$ cat src/rtl/cpu_sequencer_if.sv
// Bundle of the sequencer's fetch, datapath-control, data-memory and I/O port signals.
// Purely structural: no storage, no latency of its own.
// Backpressure is carried by the req/ack and valid/ready pairs contained here.
interface cpu_sequencer_if;
    logic       imem_req;
    logic [7:0] imem_addr;
    logic       imem_ack;
    logic [7:0] imem_data;
    logic [3:0] alu_sel;
    logic [1:0] ra_sel;
    logic [1:0] rb_sel;
    logic [7:0] imm;
    logic       reg_wb;
    logic [1:0] wb_src;
    logic       z_flag;
    logic       n_flag;
    logic       dmem_req;
    logic       dmem_we;
    logic       dmem_ack;
    logic       out_valid;
    logic       out_ready;
    logic       in_valid;
    logic       in_ready;
    logic [7:0] pc;
    logic       fault;

    modport master (
        output imem_req, imem_addr, alu_sel, ra_sel, rb_sel, imm, reg_wb, wb_src,
               dmem_req, dmem_we, out_valid, in_ready, pc, fault,
        input  imem_ack, imem_data, z_flag, n_flag, dmem_ack, out_ready, in_valid
    );

    modport slave (
        input  imem_req, imem_addr, alu_sel, ra_sel, rb_sel, imm, reg_wb, wb_src,
               dmem_req, dmem_we, out_valid, in_ready, pc, fault,
        output imem_ack, imem_data, z_flag, n_flag, dmem_ack, out_ready, in_valid
    );
endinterface

$ cat src/rtl/cpu_sequencer.sv
// Fetch/decode/execute controller for the 8-bit 4-register CPU, with a hardware return stack.
// Latency: 3 cycles per ALU/NOP/branch/LOADIMM instruction, 4 for LOAD/STORE/IN/OUT with zero-wait acks.
// Backpressure: each fetch, memory and port phase holds its req/valid/ready until the partner acks.
module cpu_sequencer #(
    parameter int         RS_DEPTH = 4,
    parameter logic [7:0] PC_RESET = 8'h00
) (
    input  logic             clk,
    input  logic             rst_n,
    cpu_sequencer_if.master  bus
);

    localparam int SPW = $clog2(RS_DEPTH);

    localparam logic [2:0] S_FETCH_HI = 3'd0;
    localparam logic [2:0] S_FETCH_LO = 3'd1;
    localparam logic [2:0] S_EXEC     = 3'd2;
    localparam logic [2:0] S_MEM_WAIT = 3'd3;
    localparam logic [2:0] S_OUT_WAIT = 3'd4;
    localparam logic [2:0] S_IN_WAIT  = 3'd5;
    localparam logic [2:0] S_FAULT    = 3'd6;

    localparam logic [3:0] OP_OUT   = 4'h6;
    localparam logic [3:0] OP_IN    = 4'h7;
    localparam logic [3:0] OP_MOV   = 4'h8;
    localparam logic [3:0] OP_BR    = 4'h9;
    localparam logic [3:0] OP_BRC   = 4'hA;
    localparam logic [3:0] OP_CALL  = 4'hB;
    localparam logic [3:0] OP_RET   = 4'hC;
    localparam logic [3:0] OP_LOAD  = 4'hD;
    localparam logic [3:0] OP_STORE = 4'hE;
    localparam logic [3:0] OP_LDI   = 4'hF;

    logic [2:0]   state;
    logic [7:0]   pc_q;
    logic [7:0]   ir_hi;
    logic [7:0]   ir_lo;
    logic [SPW:0] sp;
    logic         fault_q;
    logic [7:0]   rs_mem [RS_DEPTH];

    logic [3:0]   op;
    logic         is_alu;
    logic         stack_full;
    logic         stack_empty;
    logic [SPW:0] sp_m1;
    logic         br_taken;

    assign op          = ir_hi[7:4];
    assign is_alu      = ((op >= 4'd1) && (op <= 4'd5)) || (op == OP_MOV);
    assign stack_full  = (sp == (SPW+1)'(RS_DEPTH));
    assign stack_empty = (sp == '0);
    assign sp_m1       = sp - (SPW+1)'(1);
    // ir_hi[0] picks the flag for conditional branches: 0 = zero, 1 = negative.
    assign br_taken    = ir_hi[0] ? bus.n_flag : bus.z_flag;

    // Sequencer state, program counter, instruction register, stack pointer and sticky fault.
    always_ff @(posedge clk or negedge rst_n) begin
        if (!rst_n) begin
            state   <= S_FETCH_HI;
            pc_q    <= PC_RESET;
            ir_hi   <= 8'h00;
            ir_lo   <= 8'h00;
            sp      <= '0;
            fault_q <= 1'b0;
        end else begin
            case (state)
                S_FETCH_HI: if (bus.imem_ack) begin
                    ir_hi <= bus.imem_data;
                    state <= S_FETCH_LO;
                end
                S_FETCH_LO: if (bus.imem_ack) begin
                    ir_lo <= bus.imem_data;
                    pc_q  <= pc_q + 8'd2;
                    state <= S_EXEC;
                end
                S_EXEC: begin
                    state <= S_FETCH_HI;
                    case (op)
                        OP_OUT:   state <= S_OUT_WAIT;
                        OP_IN:    state <= S_IN_WAIT;
                        OP_BR:    pc_q  <= ir_lo;
                        OP_BRC:   if (br_taken) pc_q <= ir_lo;
                        OP_CALL: begin
                            if (stack_full) begin
                                fault_q <= 1'b1;
                                state   <= S_FAULT;
                            end else begin
                                sp   <= sp + (SPW+1)'(1);
                                pc_q <= ir_lo;
                            end
                        end
                        OP_RET: begin
                            if (stack_empty) begin
                                fault_q <= 1'b1;
                                state   <= S_FAULT;
                            end else begin
                                sp   <= sp_m1;
                                pc_q <= rs_mem[sp_m1[SPW-1:0]];
                            end
                        end
                        OP_LOAD, OP_STORE: state <= S_MEM_WAIT;
                        default: ;
                    endcase
                end
                S_MEM_WAIT: if (bus.dmem_ack)  state <= S_FETCH_HI;
                S_OUT_WAIT: if (bus.out_ready) state <= S_FETCH_HI;
                S_IN_WAIT:  if (bus.in_valid)  state <= S_FETCH_HI;
                S_FAULT:    state <= S_FAULT;
                default:    state <= S_FETCH_HI;
            endcase
        end
    end

    // Return-stack storage: written only on a non-overflowing BR.SUB, contents need no reset.
    always_ff @(posedge clk) begin
        if (state == S_EXEC && op == OP_CALL && !stack_full)
            rs_mem[sp[SPW-1:0]] <= pc_q;
    end

    // Fetch request is masked while reset is held so nothing is issued before release.
    assign bus.imem_req  = rst_n && (state == S_FETCH_HI || state == S_FETCH_LO);
    assign bus.imem_addr = (state == S_FETCH_LO) ? pc_q + 8'd1 : pc_q;

    assign bus.alu_sel   = (state == S_EXEC && is_alu) ? op : 4'd0;
    assign bus.ra_sel    = ir_hi[3:2];
    assign bus.rb_sel    = ir_hi[1:0];
    assign bus.imm       = ir_lo;

    assign bus.reg_wb    = (state == S_EXEC && (is_alu || op == OP_LDI))
                        || (state == S_MEM_WAIT && op == OP_LOAD && bus.dmem_ack)
                        || (state == S_IN_WAIT && bus.in_valid);

    assign bus.wb_src    = (state == S_EXEC && op == OP_LDI)      ? 2'd3 :
                           (state == S_MEM_WAIT && op == OP_LOAD) ? 2'd2 :
                           (state == S_IN_WAIT)                   ? 2'd1 : 2'd0;

    assign bus.dmem_req  = (state == S_MEM_WAIT);
    assign bus.dmem_we   = (state == S_MEM_WAIT) && (op == OP_STORE);
    assign bus.out_valid = (state == S_OUT_WAIT);
    assign bus.in_ready  = (state == S_IN_WAIT);
    assign bus.pc        = pc_q;
    assign bus.fault     = fault_q;

endmodule
$ cat src/flat_wrapper.sv
// flat-port wrapper written by rule: the top's interface ports become plain ports
module cpu_sequencer_flat 
#(
    parameter int         RS_DEPTH = 4,
    parameter logic [7:0] PC_RESET = 8'h00
)
  (clk, rst_n, bus_imem_req, bus_imem_addr, bus_alu_sel, bus_ra_sel, bus_rb_sel, bus_imm, bus_reg_wb, bus_wb_src, bus_dmem_req, bus_dmem_we, bus_out_valid, bus_in_ready, bus_pc, bus_fault, bus_imem_ack, bus_imem_data, bus_z_flag, bus_n_flag, bus_dmem_ack, bus_out_ready, bus_in_valid);
  cpu_sequencer_if bus_i ();
  input  logic clk;
  input  logic rst_n;
  output wire logic [$bits(bus_i.imem_req)-1:0] bus_imem_req;
  output wire logic [$bits(bus_i.imem_addr)-1:0] bus_imem_addr;
  output wire logic [$bits(bus_i.alu_sel)-1:0] bus_alu_sel;
  output wire logic [$bits(bus_i.ra_sel)-1:0] bus_ra_sel;
  output wire logic [$bits(bus_i.rb_sel)-1:0] bus_rb_sel;
  output wire logic [$bits(bus_i.imm)-1:0] bus_imm;
  output wire logic [$bits(bus_i.reg_wb)-1:0] bus_reg_wb;
  output wire logic [$bits(bus_i.wb_src)-1:0] bus_wb_src;
  output wire logic [$bits(bus_i.dmem_req)-1:0] bus_dmem_req;
  output wire logic [$bits(bus_i.dmem_we)-1:0] bus_dmem_we;
  output wire logic [$bits(bus_i.out_valid)-1:0] bus_out_valid;
  output wire logic [$bits(bus_i.in_ready)-1:0] bus_in_ready;
  output wire logic [$bits(bus_i.pc)-1:0] bus_pc;
  output wire logic [$bits(bus_i.fault)-1:0] bus_fault;
  input wire logic [$bits(bus_i.imem_ack)-1:0] bus_imem_ack;
  input wire logic [$bits(bus_i.imem_data)-1:0] bus_imem_data;
  input wire logic [$bits(bus_i.z_flag)-1:0] bus_z_flag;
  input wire logic [$bits(bus_i.n_flag)-1:0] bus_n_flag;
  input wire logic [$bits(bus_i.dmem_ack)-1:0] bus_dmem_ack;
  input wire logic [$bits(bus_i.out_ready)-1:0] bus_out_ready;
  input wire logic [$bits(bus_i.in_valid)-1:0] bus_in_valid;
  assign bus_imem_req = bus_i.imem_req;
  assign bus_imem_addr = bus_i.imem_addr;
  assign bus_alu_sel = bus_i.alu_sel;
  assign bus_ra_sel = bus_i.ra_sel;
  assign bus_rb_sel = bus_i.rb_sel;
  assign bus_imm = bus_i.imm;
  assign bus_reg_wb = bus_i.reg_wb;
  assign bus_wb_src = bus_i.wb_src;
  assign bus_dmem_req = bus_i.dmem_req;
  assign bus_dmem_we = bus_i.dmem_we;
  assign bus_out_valid = bus_i.out_valid;
  assign bus_in_ready = bus_i.in_ready;
  assign bus_pc = bus_i.pc;
  assign bus_fault = bus_i.fault;
  assign bus_i.imem_ack = bus_imem_ack;
  assign bus_i.imem_data = bus_imem_data;
  assign bus_i.z_flag = bus_z_flag;
  assign bus_i.n_flag = bus_n_flag;
  assign bus_i.dmem_ack = bus_dmem_ack;
  assign bus_i.out_ready = bus_out_ready;
  assign bus_i.in_valid = bus_in_valid;
  cpu_sequencer #(.RS_DEPTH(RS_DEPTH), .PC_RESET(PC_RESET)) u_core (.clk(clk), .rst_n(rst_n), .bus(bus_i));
endmodule
$ cat config.mk
export PLATFORM = sky130hd
export DESIGN_NAME = cpu_sequencer_flat
export DESIGN_NICKNAME = d
export VERILOG_FILES = /design/src/rtl/cpu_sequencer_if.sv /design/src/rtl/cpu_sequencer.sv /design/src/flat_wrapper.sv
export SDC_FILE = /design/constraint.sdc
export NUM_CORES = 1
export LEC_CHECK = 0
export CAP_MARGIN = 10
export CORE_MARGIN = 2
export CORE_UTILIZATION = 50
export CTS_CLUSTER_SIZE = 30
export DETAILED_ROUTE_END_ITERATION = 6
export PLACE_DENSITY = 0.86
export SYNTH_ARGS = -nofsm -noshare
export SYNTH_HDL_FRONTEND = slang
export SYNTH_SLANG_ARGS = --single-unit
$ cat constraint.sdc
create_clock -name clk -period 3.74 [get_ports clk]
set_input_delay 0.748 -clock clk [delete_from_list [all_inputs] [get_ports clk]]
set_output_delay 0.748 -clock clk [all_outputs]
set_load 0.1 [all_outputs]
# --- After elaboration in Yosys (flattened, before gate mapping) ---
# Memories as Yosys holds them, arrays and structs flattened.
# Cells that the tools add are included.
classes:
  add_sub_neg: 4
  magnitude_cmp: 2
  eq_ne: 30
  muxes: 29
  reduce_logical: 28
ops:
  columns: ["cell", "n"]
  rows:
  - ["$mux W8", 5]
  - ["$eq A4 B4 Y1 const B", 8]
  - ["$pmux W8 S4", 1]
  - ["$mux W3", 9]
  - ["$pmux W3 S7", 1]
  - ["$pmux W8 S2", 1]
  - ["$pmux W3 S5", 1]
  - ["$eq A3 B3 Y1 const B", 4]
  - ["$logic_and A1 B1 Y1", 11]
  - ["$ne A2 B1 Y1 const B", 5]
  - ["$add A8 B1 Y8 const B", 1]
  - ["$add A8 B2 Y8 const B", 1]
  - ["$eq A4 B3 Y1 const B", 2]
  - ["$ne A2 B2 Y1 const B", 4]
  - ["$reduce_and A4 Y1", 2]
  - ["$eq A3 B2 Y1 const B", 2]
  - ["$logic_not A3 Y1", 2]
  - ["$mux W1", 6]
  - ["$ne A3 B3 Y1 const B", 2]
  - ["$pmux W3 S2", 1]
  - ["$reduce_and A6 Y1", 1]
  - ["$logic_or A1 B1 Y1", 5]
  - ["$ne A5 B5 Y1 const B", 1]
  - ["$reduce_and A5 Y1", 1]
  - ["other kinds (13)", 16]
totals:
  ff_bits: 31
  ramBits: 32
  inputBits: 16
  out_inout_bits: 41
  word_cells: 100
  mem_count: 1
mem_list:
  columns: ["name", "depth", "width", "rd", "rd_ports_with_merged_regs", "wr", "line_no", "text"]
  rows:
  - ["u_core.rs_mem", 4, 8, 1, 0, 1, "cpu_sequencer.sv:40", "logic [7:0] rs_mem [RS_DEPTH];"]

# --- Logic depth before layout (Yosys ltp) ---
logic_depth:
  depth_word: 7
  mapped_depth: 8
  depth_no_buf: 6

# --- Worst setup path after synthesis ---
# No wires, ideal clock.
synth_timing:
  kind: "register to output"
  from: "reg u_core.state[1]"
  to: "out bus_wb_src[1]"
  arrival_time_ps: 3946
  required_time_ps: 2992
  slack_ps: -954
  stages_incl_launch_ff: 6
  path_cell_list: "dfrtp_1 -> buf_2 -> nor2b_1 -> and2_1 -> nand3_1 -> o31ai_1"
synth_via:
  elab_chain_len: 4
  elab_cells_between_ends: 6
  cone_classes: "eq/ne (2); mux (2); reduce/logical (2)"
synth_rtl:
  columns: ["item", "line_no", "text"]
  rows:
  - ["from (decl)", "cpu_sequencer.sv:34", "logic [2:0] state;"]
  - ["from (signal assigned)", "cpu_sequencer.sv:60", "state <= S_FETCH_HI;"]
  - ["from (signal assigned)", "cpu_sequencer.sv:70", "state <= S_FETCH_LO;"]
  - ["from (signal assigned)", "cpu_sequencer.sv:75", "state <= S_EXEC;"]
  - ["$eq A3 B2 Y1", null, null]
  - ["net bus_dmem_req", "flat_wrapper.sv:19", "output wire logic [$bits(bus_i.dmem_req)-1:0] bus_dmem_req;"]
  - ["$logic_and A1 B1 Y1", "cpu_sequencer.sv:135", "(state == S_MEM_WAIT && op == OP_LOAD) ? 2'd2 :"]
  - ["$mux W2", "cpu_sequencer.sv:135", null]
  - ["$mux W2", "cpu_sequencer.sv:134", "assign bus.wb_src = (state == S_EXEC && op == OP_LDI) ? 2'd3 :"]
  - ["to (decl)", "flat_wrapper.sv:18", "output wire logic [$bits(bus_i.wb_src)-1:0] bus_wb_src;"]
# The timed path passes the listed nets, and every way through them passes these cells.

# --- Worst setup path after layout ---
layout_timing:
  from: "reg u_core.state[2]"
  to: "out bus_reg_wb"
layout_via:
  elab_chain_len: 5
  elab_cells_between_ends: 9
  cone_classes: "eq/ne (3); reduce/logical (6)"
layout_rtl:
  columns: ["item", "line_no", "text"]
  rows:
  - ["$eq A3 B2 Y1", "cpu_sequencer.sv:131", "|| (state == S_MEM_WAIT && op == OP_LOAD && bus.dmem_ack)"]
  - ["$logic_and A1 B1 Y1 (2 in a row)", "cpu_sequencer.sv:131", null]
  - ["$logic_or A1 B1 Y1", "cpu_sequencer.sv:131", null]
  - ["$logic_or A1 B1 Y1 *", "cpu_sequencer.sv:132", "|| (state == S_IN_WAIT && bus.in_valid);"]
  - ["to (decl)", "flat_wrapper.sv:17", "output wire logic [$bits(bus_i.reg_wb)-1:0] bus_reg_wb;"]
# Every way passes the cells marked *; elsewhere a longest branch is shown, timed or not.

==> out/metrics.yaml <==
outcome: "finished clean"
root_buffer: "clkbuf_8"
cts.repair.resized: 0
cpMaxStageDelayCell: "dfrtp_1"
cts_buffers: 9
pin_count: 57
cts_num_sinks: 63
synth_top_area_cell: "edfxtp_1"
cap_viol_max_count: 0
startpoint_type: "flop"
worst-path-max-fanout: 17
synth_common_cells: "32 x edfxtp_1, 31 x dfrtp_1, 25 x nand2_1, 17 x nor2_1, 15 x a21oi_1"
r2r_cells: 4
drtPass1Iterations: 4
yosys.area.top_type_share_pct: 29.07
reg2reg_to: "u_core.rs_mem[2][0]$_DFFE_PP_"
async_flop_share_pct: 49.21
final_net_count: 344
slew_violations: 0
die-area_um2: 7278
port_buffers: 56
critical-path-max-stage-delay_ps: 510
grt_pass1_wl_um: 11860
synth_seq_cells: 63
syn_area_per_cell_um2: 12.20
netlist_top_cells_area: "edfxtp_1 29%, dfrtp_1 23%, mux4_2 5.5%, mux2_2 4.4%, nand2_1 2.8%"
grt_start_max_net_pins: 32
core_um2: 6386
r2r-start: "u_core.state[1]$_DFFE_PN0P_"
worstPathRequired_ps: 2990
setup_viol: 0
final_antenna_net_count: 0
insertion_delay_ps: 340
syn_nets: 294
grt_overflow: 0
drc: 0
worstMarginPinSlew_ps: 981.4
max-clock-path-buffers: 2
cp-end-kind: "primary output"
hold_end: "u_core.bus.fault$_DFFE_PN0P_"
r2r_slack_ps: 1330
fillers: 496
synth_area_um2: 3306
fin_cells: 403
min_period_ps: 2933
worstHoldStart: "u_core.bus.fault$_DFFE_PN0P_"
ys.flop_type: "edfxtp_1"
die_w_um: 85.31
timing.final.ws_setup_ps: 806.6
gp_congestion: 0.7925
synth.yosys.warnings: 0
slew_headroom_pct: 34.37
num_rows: 29
path_cells: "nand2b_1 > nor2_4 > nand4_1 > nand2_1 > a221o_1 > buf_4"
hpwl_um: 5074
fmax_ghz: 0.3409
period_share_pct: 78.43
synth_most_common_cell: "edfxtp_1"
placed_area_um2: 3905
synth_edf_count: 32
drtIter0Drc: 175
multi_input_area_um2: 1494
postCtsHoldBufs: 0
seq_area_um2: 1737
dieHeight_um: 85.31
ys_types: 55
min_path_cells: 1
grt_pass1_vias: 2381
cts_tree: "done"
avgRoutedWirePerCell_um: 17.82
clk_pin_slew_ps: 70
routed_wl_um: 7183
grt_usage_pct: 21.15
cts-htree-levels: 3
rsz0062_at_grt: "false"
final_cell_area_um2: 4093
initial_core_util_pct: 51.76
drt-vias-per-instance: 5.868
tns_ps: 0
arrival_ps: 2190
crit_type: "flop to primary output"
antenna_cells: 0
hold_viol_final: 0
clock_skew_ps: 9.458
post-place-cells: 387
synth_seq_area_share_pct: 52.54
min_path_type: "flop to flop"
drive_above_1_share_pct: 26.38
vias: 2365
antenna_found_initial: 0
pre_cts_slack_ps: 1122
cts_setup_buffers: 0
syn_to_final_growth_pct: 23.81
syn_inst: 271
==> worst max-delay path, delay by kind of cell (launching register included) <==
kind / cells / cell delay, ps
AOI/OAI and AO/OA: 1 / 110
buffers and inverters: 1 / 280
DFF: 1 / 510
and+or+nand+nor: 4 / 940
==> logic make-up (layout without fill, tap and decap cells) <==
family / after synthesis / count (layout) / synth area share, %
DFF: 63 / 63 / 52.54
and+or+nand+nor: 86 / 86 / 14.61
buffers and inverters: 27 / 82 / 4.277
muxes: 25 / 25 / 11.24
xor gates and xnor gates: 11 / 11 / 2.914
adders and majority gates: 7 / 7 / 2.649
AOI/OAI and AO/OA: 52 / 52 / 11.77
==> sequential cells by signal (all words and copies together) (netlist names) <==
register / flops
u_core.rs_mem: 32
u_core.bus.imm: 8
u_core.ir_hi: 8
u_core.sp: 3
u_core.bus.fault: 1
u_core.bus.pc: 8
u_core.state: 3
==> cell type report <==
| type | instances | area share (%) |
|---|---|---|
| clock inverters | 7 | 1.559 |
| clock buffers | 9 | 3.027 |
| inverters | 6 | 0.5503 |
| well taps | 77 | 2.354 |
| repair buffers | 60 | 13.57 |
| flip-flops and latches | 63 | 42.43 |
| multi-input cells | 181 | 36.50 |
==> per-layer routing <==
layer  track usage [%]  part of all wire (%)  up-vias
met3             5.739                   4.6       11
li1                  -                     -     1108
met1             28.53                    44     1168
met2             33.74                    50       78
met5                 0                     0        -
met4             6.349                   1.3        0
==> placed cells by master (no fill, tap or decap), drive strengths merged, types with 3 or more instances in the layout <==
master,instances
nand3,6
nor2,18
and2,7
and3,6
a32oi,4
xor2,4
inv,6
edfxtp,32
mux2,14
nor3b,5
mux2i,3
a211oi,3
xnor2,7
buf,28
a21oi,15
ha,7
nor2b,3
clkinv,5
clkdlybuf4s50,32
a31oi,3
mux4,8
dfrtp,31
o22a,5
o21ai,7
nand2b,5
nand2,25
clkbuf,9
nand4,3
==> stage by stage <==
stage / hold slack [ps] / utilization [%]
floorplan: 452.4 / -
finish: 479.1 / 64.09
global route: 506.2 / 64.09
global placement: 464.3 / 61.15
CTS: 488.9 / 64.09
detailed placement: 473.5 / 61.15
==> worst max path at each step <==
stage | end | from | cells after the start
2_1_floorplan | bus_wb_src[1] | u_core.state[1]$_DFFE_PN0P_ | 5
3_3_place_gp | bus_imem_req | rst_n | 3
3_5_place_dp | bus_imem_req | rst_n | 3
4_1_cts | bus_reg_wb | u_core.state[2]$_DFFE_PN0P_ | 6
5_1_grt | bus_reg_wb | u_core.state[2]$_DFFE_PN0P_ | 6
6_report | bus_reg_wb | u_core.state[2]$_DFFE_PN0P_ | 6
Power is not shown: default switching activity piles up to over one toggle a cycle in this logic, so the estimate is an artifact.
==> variant 1 (config.mk and constraints unchanged) <==
`RS_DEPTH` is set to 4 in 2 places; all go to 8.
--- a/src/rtl/cpu_sequencer.sv
+++ b/src/rtl/cpu_sequencer.sv
@@ -2,7 +2,7 @@
 // Latency: 3 cycles per ALU/NOP/branch/LOADIMM instruction, 4 for LOAD/STORE/IN/OUT with zero-wait acks.
 // Backpressure: each fetch, memory and port phase holds its req/valid/ready until the partner acks.
 module cpu_sequencer #(
-    parameter int         RS_DEPTH = 4,
+    parameter int         RS_DEPTH = 8,
     parameter logic [7:0] PC_RESET = 8'h00
 ) (
     input  logic             clk,
--- a/src/flat_wrapper.sv
+++ b/src/flat_wrapper.sv
@@ -1,7 +1,7 @@
 // flat-port wrapper written by rule: the top's interface ports become plain ports
 module cpu_sequencer_flat 
 #(
-    parameter int         RS_DEPTH = 4,
+    parameter int         RS_DEPTH = 8,
     parameter logic [7:0] PC_RESET = 8'h00
 )
   (clk, rst_n, bus_imem_req, bus_imem_addr, bus_alu_sel, bus_ra_sel, bus_rb_sel, bus_imm, bus_reg_wb, bus_wb_src, bus_dmem_req, bus_dmem_we, bus_out_valid, bus_in_ready, bus_pc, bus_fault, bus_imem_ack, bus_imem_data, bus_z_flag, bus_n_flag, bus_dmem_ack, bus_out_ready, bus_in_valid);
Check against the original RTL: same outputs for any inputs over 10 cycles, from zero or initial values and one cycle with rst_n low; that may be too few to reach the edited logic, so the function may still have changed.
==> variant 1 against the original RTL <==
Setup slack got worse by 180 ps. Highest routed layer unchanged. Area after synthesis increased by 38%. Sequential share of layout area increased by 7.9 points. Non-clock buffer count increased by 7. Critical endpoint is now bus_imem_addr[7]. Sequential cell count increased by 33. Cell area increased by 32%. Routed wire length increased by 42%.
Power is left out: the tool's default activity adds up to more than one toggle a clock period on the data nets, which glitch-free logic cannot reach.
==> variant 1: results (changes against the original RTL) <==
Status
  • Status: finished clean

CTS
  • Reg clk slew, reported paths: 90 ps (+20 ps)
  • H-tree Lvls: 3 (unchanged)
  • TritonCTS Buffers: 9 (unchanged)
  • Worst skew pair latency: 360 ps (+20 ps)
  • Post-CTS setup buffers: 0 (unchanged)
  • CTS Buffer Depth: 2 (unchanged)

Drt
  • Routed vias: 3025 (+28%)
  • WL met3: 594 µm (+79%)
  • Metal1 wirelength: 4.37 mm (+37%)
  • WL/cell: 20.4 µm (+14%)
  • Met2 Wirelength: 4.95 mm (+39%)
  • Max Used Layer: met4
  • Via density: 6.03 (+2.7%)
  • 1st-iter DRT viols: 312 (+78%)

STA
  • Rel. slew slack: 33.6% (-0.78 points)
  • Hold slack: 498 ps (+19.0 ps)
  • PnR worst setup slack: 626 ps (-180 ps)
  • Worst Clk Skew: 9.53 ps (+0.0685 ps)

GRT
  • Vias in the first global route: 2944 (+24%)
  • Met3 GRT Util: 4.36% (-1.4 points)
  • Met2 GRT Util: 32.3% (-1.5 points)
  • Met1 usage: 32.0% (+3.4 points)
  • First-pass GRT wire length: 16.2 mm (+37%)
  • Gr usage total: 21.9% (+0.75 points)
  • Pin count of the biggest net entering global routing: 33 (+3.1%)
  • Antenna violations before repair: 0 (unchanged)

Yosys
  • Main area contributors after synthesis: edfxtp_1, dfrtp_1, mux4_2
  • Largest family of logic cells by synthesized area: multiplexers
  • Ys async rst share: 33.3% (-16 points)
  • Compound-Gate Fraction of Synth Area: 7.87% (-3.9 points)
  • Mapped Nets: 355 (+21%)
  • Proportion of synthesized area in mux cells: 13.6% (+2.4 points)
  • Yosys top cell area share: 42.3% (+13 points)
  • Post-synth cell types: 52 (-5.5%)
  • EDFF count, synth: 64 (+100%)
  • Synth Area in Adders: 1.38% (-1.3 points)
  • Top post-synthesis cells by count: edfxtp_1, dfrtp_1, nand2_1
  • Gate Count Post-Synth: 334 (+23%)
  • Sequential element share of the synthesized area: 59.9% (+7.3 points)
  • Post-synthesis xor/xnor area fraction: 3.30% (+0.39 points)

Placed design
  • Cell Area, Placed: 0.00524 mm² (+34%)
  • Gpl congestion: 0.891 (+12%)
  • Placed Cells: 486 (+26%)
  • DP Worst Slack: 1020 ps (-103 ps)
  • Detail Placement HPWL: 7.18 mm (+42%)
  • Port bufs: 56 (unchanged)

Critical path
  • Slowest cell delay on critical path: 650 ps (+140 ps)
  • Top delay family on crit path: flip-flops
  • Critical path arrival: 2370 ps (+180 ps)
  • Slowest CP cell: dfrtp_1
  • Critical Path Fanout Max: 14 (-3)

Layout
  • # nets final: 410 (+19%)
  • Max reg flops: 64 (+100%)
  • Share of layout cells above drive strength 1: 26.9% (+0.52 points)

Hold path
  • Hold crit path type: reg2reg
-- variant 1: cell count changes after synthesis, sizes merged, moves of 6 or more --
cell,delta
edfxtp,+32
and2,-6
nor2,+6
o21ai,+6
mux2,+7
mux4,+8
-- variant 1: area by class of cell --
type,instances,area [µm²]
clock buffer,11,131
clock inverter,5,41.3
fill,637,3350
inverter,9,33.8
multi-input combinational,206,1750
sequential,96,2720
tap,108,135
timing repair buffer,67,598
-- variant 1: worst paths after layout --
check / start / endpoint / cells after the start
worst max-delay path: u_core.bus.pc[2] / bus_imem_addr[7] / 6
worst min-delay path: u_core.bus.fault / u_core.bus.fault / 1
worst max register to register: u_core.sp[1] / u_core.bus.pc[7] / 7
worst min register to register: u_core.bus.fault / u_core.bus.fault / 1
max in group asynchronous: rst_n / u_core.bus.imm[1] / 2
min in group asynchronous: rst_n / u_core.sp[3] / 2
==> variant 2 (same settings) <==
Made on the original files. Make the reset (`rst_n`) synchronous in one clocked block.
--- a/src/rtl/cpu_sequencer.sv
+++ b/src/rtl/cpu_sequencer.sv
@@ -55,7 +55,7 @@
     assign br_taken    = ir_hi[0] ? bus.n_flag : bus.z_flag;
 
     // Sequencer state, program counter, instruction register, stack pointer and sticky fault.
-    always_ff @(posedge clk or negedge rst_n) begin
+    always_ff @(posedge clk) begin
         if (!rst_n) begin
             state   <= S_FETCH_HI;
             pc_q    <= PC_RESET;
Behaviour: differs if rst_n is asserted again (counterexample within 4 cycles, from zero or initial values and one cycle with rst_n low); with rst_n held inactive, the same outputs for 10 cycles.
==> variant 2 against the original RTL <==
Cell area shrank 2.1%. Cell count is 7.2% higher. Highest routed layer unchanged. Area after synthesis down 1.8%. Critical path depth unchanged. Sequential cell count stayed put. Hold slack got worse by 17 ps. Routed wire length rose by 5.0%. Count of clock-buffer cells in the layout unchanged. Maximum frequency is 4.0% lower. Setup slack lost 120 ps.
Power is left out: it rests on default switching activity, and per cell area and clock period it moved more than threefold.
==> variant 2: results (changes against the original RTL) <==
Yosys
  • EDFF count, synth: 32 (unchanged)
  • Compound-Gate Fraction of Synth Area: 14.3% (+2.5 points)
  • Top post-synthesis cells by count: nand2_1, a21oi_1, edfxtp_1
  • Sequential element share of the synthesized area: 48.7% (-3.8 points)
  • Main area contributors after synthesis: edfxtp_1, dfxtp_1, nand2_1
  • Ys async rst share: 0% (-49 points)
  • Mapped Nets: 325 (+11%)
  • Synth Area in Adders: 2.70% (+0.048 points)
  • Post-synthesis xor/xnor area fraction: 2.70% (-0.22 points)
  • Gate Count Post-Synth: 302 (+11%)
  • Yosys warns: 0 (unchanged)
  • Proportion of synthesized area in mux cells: 6.86% (-4.4 points)
  • Post-synth cell types: 60 (+9.1%)

Critical path
  • Slowest cell delay on critical path: 530 ps (+20 ps)
  • Crit path from: u_core.bus.pc[1]
  • Critical Path Fanout Max: 11 (-6)
  • Slowest CP cell: dfxtp_1
  • Reg2Reg Depth: 5 (+1)
  • Reg2reg end: u_core.rs_mem[0][3]
  • Worst r2r src: u_core.state[1]
  • Critical path arrival: 2310 ps (+120 ps)
  • Worst setup path endpoint: bus_imem_addr[7]
  • Crit path launch type: register
  • Reg2reg setup slack: 1240 ps (-90 ps)

Placed design
  • Gpl congestion: 0.863 (+8.9%)
  • Detail Placement HPWL: 5.35 mm (+5.5%)
  • Placed Cells: 416 (+7.5%)
  • DP Worst Slack: 909 ps (-212 ps)
  • Port bufs: 56 (unchanged)
  • Cell Area, Placed: 0.00384 mm² (-1.6%)

STA
  • Hold slack: 462 ps (-17.2 ps)
  • Peak Freq: 0.327 GHz (-4.0%)
  • Worst Clk Skew: 6.12 ps (-3.33 ps)
  • Endpoints failing hold: 0 (unchanged)
  • Slew @ Worst Pin: 996 ps (+14.7 ps)

Layout
  • # nets final: 373 (+8.4%)
  • Diode count: 0 (unchanged)
  • Max reg flops: 32 (unchanged)
  • Non-Filler Instances: 432 (+7.2%)
  • Share of layout cells above drive strength 1: 20.3% (-6.1 points)

Drt
  • Routed vias: 2583 (+9.2%)
  • DRT antenna net count: 0 (unchanged)
  • Final wirelength: 7.54 mm (+5.0%)
  • 1st-iter DRT viols: 241 (+38%)

Hold path
  • Hold Path Sink: u_core.ir_hi[2]
  • Worst Hold Launch: u_core.ir_hi[2]
  • Hold depth: 2 (+1)
  • Hold crit path type: reg2reg

CTS
  • TritonCTS Buffers: 9 (unchanged)
  • H-tree Lvls: 3 (unchanged)
  • Reg clk slew, reported paths: 70 ps (about the same)
  • CTS Root Cell: clkbuf_8
  • Worst skew pair latency: 340 ps (about the same)
  • CTS Buffer Depth: 2 (unchanged)

GRT
  • Pin count of the biggest net entering global routing: 31 (-3.1%)
  • Vias in the first global route: 2472 (+3.8%)
  • First-pass GRT wire length: 12.5 mm (+5.3%)
  • Gr usage total: 22.5% (+1.4 points)
  • Antenna violations before repair: 0 (unchanged)

Status
  • Status: finished clean
-- variant 2: cell types whose count changed after synthesis, moves of 4 or more --
cell / unedited run / this run
a32oi_1: 4 / 0
nand2_1: 25 / 57
o32ai_2: 0 / 4
nand2b_1: 5 / 1
nor3_1: 2 / 7
dfxtp_1: 0 / 31
nor2_1: 17 / 10
o21ai_0: 7 / 2
mux2_2: 13 / 1
dfrtp_1: 31 / 0
a21oi_1: 15 / 32
-- variant 2: layout make-up --
| cell class | count | area, µm² |
|---|---|---|
| timing repair buffer | 59 | 581 |
| clock buffer | 9 | 124 |
| multi-input combinational | 212 | 1560 |
| inverter | 5 | 18.8 |
| clock inverter | 7 | 40.0 |
| tap | 77 | 96.3 |
| sequential | 63 | 1580 |
| fill | 487 | 2310 |
-- variant 2: layer usage --
metal | part of all wire [%] | global-route usage [%] | up-vias
met4 | 1.9 | 9.52 | 0
met5 | 0 | 0 | -
met2 | 48 | 36.4 | 90
met1 | 44 | 30.1 | 1270
met3 | 5.7 | 3.93 | 14
li1 | - | - | 1209
